--- config.mk ---
export PLATFORM = sky130hd
export DESIGN_NAME = bus_skid_slice
export DESIGN_NICKNAME = d
export VERILOG_FILES = /design/src/rtl/bus_pkg.sv /design/src/rtl/bus_hs_counter.sv /design/src/rtl/bus_skid_slice.sv
export SDC_FILE = /design/constraint.sdc
export NUM_CORES = 1
export LEC_CHECK = 0
export CORE_ASPECT_RATIO = 1.2
export CORE_MARGIN = 5
export CORE_UTILIZATION = 48
export CTS_BUF_LIST = sky130_fd_sc_hd__clkbuf_16
export CTS_CLUSTER_DIAMETER = 200
export DETAILED_ROUTE_END_ITERATION = 8
export PLACE_DENSITY = 0.82
export SKIP_LAST_GASP = 1
export SYNTH_ARGS = -nofsm -noshare
export SYNTH_HDL_FRONTEND = slang
export SYNTH_SLANG_ARGS = --single-unit
--- constraint.sdc ---
create_clock -name clk -period 2.16 [get_ports clk]
set_clock_uncertainty 0.2 [all_clocks]
set_input_delay 0.324 -clock clk [delete_from_list [all_inputs] [get_ports clk]]
set_output_delay 0.324 -clock clk [all_outputs]
set_load 0.02 [all_outputs]
--- src/rtl/bus_pkg.sv ---
// Shared definitions for the bus pipeline slice.
//   ST_EMPTY / ST_ONE / ST_FULL : slice state encoding; each value equals the beat count.
//   BUS_DATA_W / BUS_CNT_W      : default payload and counter widths.
package bus_pkg;

  localparam logic [1:0] ST_EMPTY = 2'd0;
  localparam logic [1:0] ST_ONE   = 2'd1;
  localparam logic [1:0] ST_FULL  = 2'd2;

  localparam int unsigned BUS_DATA_W = 8;
  localparam int unsigned BUS_CNT_W  = 16;

  typedef enum logic [1:0] {
    StEmpty = ST_EMPTY,
    StOne   = ST_ONE,
    StFull  = ST_FULL
  } skid_state_e;

endpackage

--- src/rtl/bus_hs_counter.sv ---
// Wrapping handshake counter.
//   clk   : clock, rising edge
//   rst   : synchronous active-high reset, clears the count
//   clr   : synchronous clear
//   en    : increment by one this cycle
//   count : current value, wraps modulo 2^W
module bus_hs_counter
  import bus_pkg::*;
#(
  parameter int unsigned W = BUS_CNT_W
) (
  input  logic         clk,
  input  logic         rst,
  input  logic         clr,
  input  logic         en,
  output logic [W-1:0] count
);

  logic [W-1:0] count_q;

  always_ff @(posedge clk) begin
    if (rst || clr) begin
      count_q <= '0;
    end else if (en) begin
      count_q <= count_q + W'(1);
    end
  end

  assign count = count_q;

endmodule

--- src/rtl/bus_skid_slice.sv ---
// Registered valid/ready pipeline slice with a one-entry skid buffer.
//   clk, rst            : clock and synchronous active-high reset
//   flush               : synchronous flush, drops every buffered beat
//   s_valid_i/s_data_i  : upstream beat, s_ready_o is its registered ready
//   m_valid_o/m_data_o  : downstream beat (registered), m_ready_i is its ready
//   occupancy_o         : beats held (0..2)
//   in_cnt_o/out_cnt_o  : wrapping counts of accepted / delivered beats
module bus_skid_slice
  import bus_pkg::*;
#(
  parameter int unsigned DATA_W = BUS_DATA_W,
  parameter int unsigned CNT_W  = BUS_CNT_W
) (
  input  logic              clk,
  input  logic              rst,
  input  logic              flush,
  input  logic              s_valid_i,
  input  logic [DATA_W-1:0] s_data_i,
  output logic              s_ready_o,
  output logic              m_valid_o,
  output logic [DATA_W-1:0] m_data_o,
  input  logic              m_ready_i,
  output logic [1:0]        occupancy_o,
  output logic [CNT_W-1:0]  in_cnt_o,
  output logic [CNT_W-1:0]  out_cnt_o
);

  skid_state_e       state_q, state_d;
  logic [DATA_W-1:0] m_data_q, m_data_d;
  logic [DATA_W-1:0] skid_q, skid_d;
  logic              s_ready_q;
  logic              m_valid_q;
  logic              acc, del;

  assign acc = s_valid_i & s_ready_q;
  assign del = m_valid_q & m_ready_i;

  always_comb begin
    state_d  = state_q;
    m_data_d = m_data_q;
    skid_d   = skid_q;
    unique case (state_q)
      StEmpty: begin
        if (acc) begin
          m_data_d = s_data_i;
          state_d  = StOne;
        end
      end
      StOne: begin
        if (acc && del) begin
          m_data_d = s_data_i;
        end else if (acc) begin
          // Output is stalled: park the new beat behind it.
          skid_d  = s_data_i;
          state_d = StFull;
        end else if (del) begin
          state_d = StEmpty;
        end
      end
      StFull: begin
        if (del) begin
          m_data_d = skid_q;
          state_d  = StOne;
        end
      end
      default: state_d = StEmpty;
    endcase
    // Data registers are left alone; they are don't-care once invalid.
    if (flush) begin
      state_d = StEmpty;
    end
  end

  always_ff @(posedge clk) begin
    if (rst) begin
      state_q   <= StEmpty;
      s_ready_q <= 1'b0;
      m_valid_q <= 1'b0;
      m_data_q  <= '0;
      skid_q    <= '0;
    end else begin
      state_q   <= state_d;
      s_ready_q <= (state_d != StFull);
      m_valid_q <= (state_d != StEmpty);
      m_data_q  <= m_data_d;
      skid_q    <= skid_d;
    end
  end

  assign s_ready_o   = s_ready_q;
  assign m_valid_o   = m_valid_q;
  assign m_data_o    = m_data_q;
  // State encoding doubles as the beat count.
  assign occupancy_o = state_q;

  bus_hs_counter #(
    .W (CNT_W)
  ) u_in_cnt (
    .clk   (clk),
    .rst   (rst),
    .clr   (1'b0),
    .en    (acc),
    .count (in_cnt_o)
  );

  bus_hs_counter #(
    .W (CNT_W)
  ) u_out_cnt (
    .clk   (clk),
    .rst   (rst),
    .clr   (1'b0),
    .en    (del),
    .count (out_cnt_o)
  );

endmodule

### Yosys cells after proc, flatten, opt, wreduce, memory -nomap -nowiden

Cells that the tools add are included.

| storage, ports and cells | value |
|---|---|
| bits in registers | 52 |
| output and inout port bits | 44 |

| cells by class | value |
|---|---|
| bitwise operators | 3 |
| muxes and demuxes | 11 |
| reductions and logical operators | 6 |
| add/subtract/negate cells | 2 |
| equality and inequality tests | 6 |

Operator list:

| cell | number |
|---|---|
| $add 16x1->16 const B | 2 |
| $mux 8 | 3 |
| $pmux 8 s3 | 1 |
| $mux 2 | 6 |
| $ne 2x2->1 const B | 4 |
| $pmux 2 s3 | 1 |
| $reduce_and 4->1 | 1 |
| $reduce_and 3->1 | 1 |
| $reduce_bool 3->1 | 1 |
| $and 1x1->1 | 2 |
| $eq 2x1->1 const B | 1 |
| $eq 2x2->1 const B | 1 |
| $logic_not 2->1 | 1 |
| $reduce_bool 2->1 | 1 |
| $logic_and 1x1->1 | 1 |
| $not 1->1 | 1 |

### Logic depth before layout (Yosys ltp)

| depth | value |
|---|---|
| depth after elaboration | 7 |
| mapped depth | 5 |
| depth with buffers taken out | 5 |

### Cells and area by module

From an unflattened synthesis, not the netlist that was laid out.

| unflattened totals | value |
|---|---|
| cell total of the unflattened synthesis | 260 |
| area, all modules | 2,366.0 µm² |

By module, submodules not included:

| module | cells each | seq. area each (µm²) | times used | area an instance (µm²) |
|---|---|---|---|---|
| bus_hs_counter | 81 | 320.3 | 2 | 716.9 |
| bus_skid_slice | 98 | 400.4 | 1 | 932.1 |

### Least setup slack after synthesis

OpenSTA, ideal clock, no wires.

| timing path | value |
|---|---|
| path type | register -> register |
| start | reg u_in_cnt.count_q[4] (netlist: u_in_cnt.count[4]) |
| end | reg u_in_cnt.count_q[15] (netlist: u_in_cnt.count[15]) |
| slack | 377 ps |
| required time | 1,890 ps |
| stages on the path, launching flop included | 5 |
| clock period less this slack | 1,783 ps |
| arrival time | 1,513 ps |
| buffers on the path | 0 |
| path through | dfxtp_1 > and4_4 > nand3_4 > or4_1 > a21oi_1 |

| on the way | value |
|---|---|
| longest elaborated chain between the ends | 1 |

RTL lines:

| element | RTL line | text |
|---|---|---|
| from (decl) | bus_hs_counter.sv:19 | `logic [W-1:0] count_q;` |
| from (signal assigned) | bus_hs_counter.sv:25 | `count_q <= count_q + W'(1);` |
| $add 16x1->16 | bus_hs_counter.sv:25 |  |

No other way between the ends.
A chain may end at the register's enable or synchronous reset.

### Final worst setup path

| timing path | value |
|---|---|
| start | reg state_q[1] (netlist: occupancy_o[1]) |
| end | out occupancy_o[1] |

RTL lines:

| element | RTL line | text |
|---|---|---|
| from (decl) | bus_skid_slice.sv:28 | `skid_state_e state_q, state_d;` |
| from (signal assigned) | bus_skid_slice.sv:76 | `state_q <= StEmpty;` |
| from (signal assigned) | bus_skid_slice.sv:82 | `state_q <= state_d;` |
| to (decl) | bus_skid_slice.sv:23 | `output logic [1:0] occupancy_o,` |

No word-level cell between the ends.

==> results.md <==
- Status: finished, final reports clean
- Area share of the largest cell type after synthesis: 46.02%
- Area leader, netlist: dfxtp_1
- Multi-input gate area: 1162 sq um
- Port Buffers: 56
- Post-Syn Nets: 259
- Die Span X: 72.67 microns
- Maximum VDD drop: 479.4 uV
- Num CTS Buffers: 5
- Worst setup SP type: register
- Met2 usage: 28.65%
- Post-CTS Setup Inserts: 0
- Clk sinks: 52
- Buf/Inv on CP: 1
- H-tree levels: 2
- Detailed Place HPWL: 3762 microns
- Die Area: 6191 sq um
- Final ANT Viol Nets: 0
- GRT overflow: 0
- Top Ports: 57
- Critical path endpoint category: output pin
- Clock transition at path regs: 0.06 ns
- Hold WS: 0.2288 ns
- Cell Pwr Density: 647.9 nW/um^2
- Maximum clock insertion buffer count: 2
- First-pass DRT Iterations: 4
- Tightest Pin Transition: 0.3829 ns
- Row count: 27
- Yosys warning count: 0
- Nets: 320
- Maximum clock rate: 512.1 MHz
- Routability cong.: 0.7831
- Final WL: 5166 microns
- Max Cap Viol: 0
- CP delay by family, top: buffers and inverters
- Avg Inst Size Synth: 9.271 sq um
- Setup ws final: 0.2072 ns
- Area grow syn2layout: 37.00%
- EDFF count, synth: 0
- Core area: 4594 sq um
- Worst-path cell chain: clkdlybuf4s50_1
- Post-cts hold buffer count: 0
- Post-synth top cells: dfxtp_1 (52), nor2_1 (38), nand2_1 (18), mux2i_1 (17), xor2_1 (16)
- Asr flop ratio synth: 0%
- Flops & latches, synth: 52
- Hold crit path type: in2reg
- First-pass GRT wire length: 8611 microns
- Prevailing post-synth register cell: dfxtp_1
- Synth top area cells: dfxtp_1 (46%), mux2i_1 (7.5%), nor2_1 (6.3%), xor2_1 (6.2%), a211oi_1 (3.3%)
- M3 GR Usage: 5.806%
- Reg2reg path depth: 5
- Worst EP required: 1.64 ns
- Dpl cells: 356
- Via count: 1995
- Iter 0 DRT Violations: 96
- Vias per Instance: 5.481
- Vias in the first global route: 1901
- Initial Util: 49.24%
- Height of the die: 85.20 microns
- Final setup fails: 0
- Crit Path Max Fanout: 7
- Critical Path AT: 1.43 ns
- Clock root buffer: clkbuf_16
- Drt drc: 0
- Synthesized cell area: 2262 sq um
- Post-synthesis instance total: 244
- Final Max Slew Viols: 0
- Max_slew headroom: 74.42%
- Largest net degree at the start of global routing: 23
- Initial antenna violation count: 0
- Diode count: 0
- Tot GR Track Use: 17.20%
- Hold path cells: 2
- FF+latch area: 1041 sq um
- Count of cell types in the netlist: 34
- CTS tree: built
- Setup TNS Final: 0 ns
- Crit. path cell count: 1
- Pre-CTS setup slack: 0.09205 ns
- Most frequent cell after synthesis: dfxtp_1
- Sequential fraction of the synthesis area: 46.02%
- Post-cts sizing count: 0
- RSZ-0062 raised after global routing: no
- Crit Path Class: reg2out
- Period utilization: 90.41%
- Final Hold Viols: 0
- Max incr delay on CP: 0.67 ns
- Final core occ: 67.46%
- CP max-delay cell: clkdlybuf4s50_1
- Min cycle time layout: 1.953 ns
- Drt wl/cell: 14.19 microns
- Clk Latency, worst-skew pair: 0.28 ns
- Share of post-route cells with drive strength above 1: 7.516%
- Filler cell count: 398
- Lkg Pwr: 1.195 nW
- Global Route met1 Usage: 20.51%
- Top Usage Layer GRT: met2
- Fin cells: 364
## state kept, by name, indices dropped and copies added, names as in the netlist
signal / flops
m_data_o: 8
m_valid_o: 1
occupancy_o: 2
s_ready_o: 1
skid_q: 8
u_in_cnt.count: 16
u_out_cnt.count: 16
## area by class of cell
cell class                 instances  share of cell area, %
clock inverter                     3                  1.252
tap                               58                  2.342
clock buffer                       5                  4.037
sequential                        52                  33.59
multi-input combinational        179                  37.50
timing repair buffer              66                  21.15
inverter                           1                 0.1211
## metrics by stage
stage / area [sq um] / total power [W]
4_1_cts: 3099 / 0.002031
3_3_place_gp: 2935 / 0.001163
2_1_floorplan: 2262 / 0.001088
6_report: 3099 / 0.002008
3_5_place_dp: 2935 / 0.001166
5_1_grt: 3099 / 0.002081
## power breakdown
part	internal [W]	switching, W
sequential	0.000976	0.0000140
clock	0.000540	0.000323
combinational	0.0000776	0.0000768
## layer usage
layer  up-vias  routed length [microns]  part of all wire [%]
li1        992                        -                     -
met1       932                     2140                    41
met2        64                     2548                    49
met3         7                      410                   7.9
met4         0                       67                   1.3
met5         -                        0                     0
## cells by family (layout without fill, tap and decap cells)
logic type               count (synthesis)  after routing  synth area share (%)
multiplexers                            17             17                 7.522
flip-flops                              52             52                 46.02
adder cells (fa/ha/maj)                  2              2                 1.106
buffers and inverters                   13             75                 2.599
AND/OR/NAND/NOR                        103            103                 23.56
AO/OA/AOI/OAI                           36             36                 11.06
XOR/XNOR                                21             21                 8.130
## cells in the final DEF (no fill, tap or decap), drive strengths merged, types with 2 or more instances in the layout
| cell type | n |
|---|---|
| clkdlybuf4s50 | 55 |
| dfxtp | 52 |
| nor2 | 38 |
| nand2 | 18 |
| mux2i | 17 |
| xor2 | 16 |
| a21oi | 12 |
| nand4 | 11 |
| buf | 11 |
| a211oi | 10 |
| nand3 | 9 |
| o21ai | 5 |
| or3 | 5 |
| and2 | 5 |
| xnor2 | 5 |
| clkbuf | 5 |
| and4 | 5 |
| o31ai | 4 |
| or4 | 4 |
| nor3 | 3 |
| and3 | 2 |
| inv | 2 |
| ha | 2 |
## path summary, 6_finish.rpt
check | start | to | slack (ns)
max | occupancy_o[1] | occupancy_o[1] | 0.21
max reg2reg | u_out_cnt.count[0] | u_out_cnt.count[6] | 0.39
min reg2reg | u_out_cnt.count[15] | u_out_cnt.count[15] | 0.28
min | rst | u_in_cnt.count[7] | 0.23
Note: power is estimated with default switching activity, not from simulation.
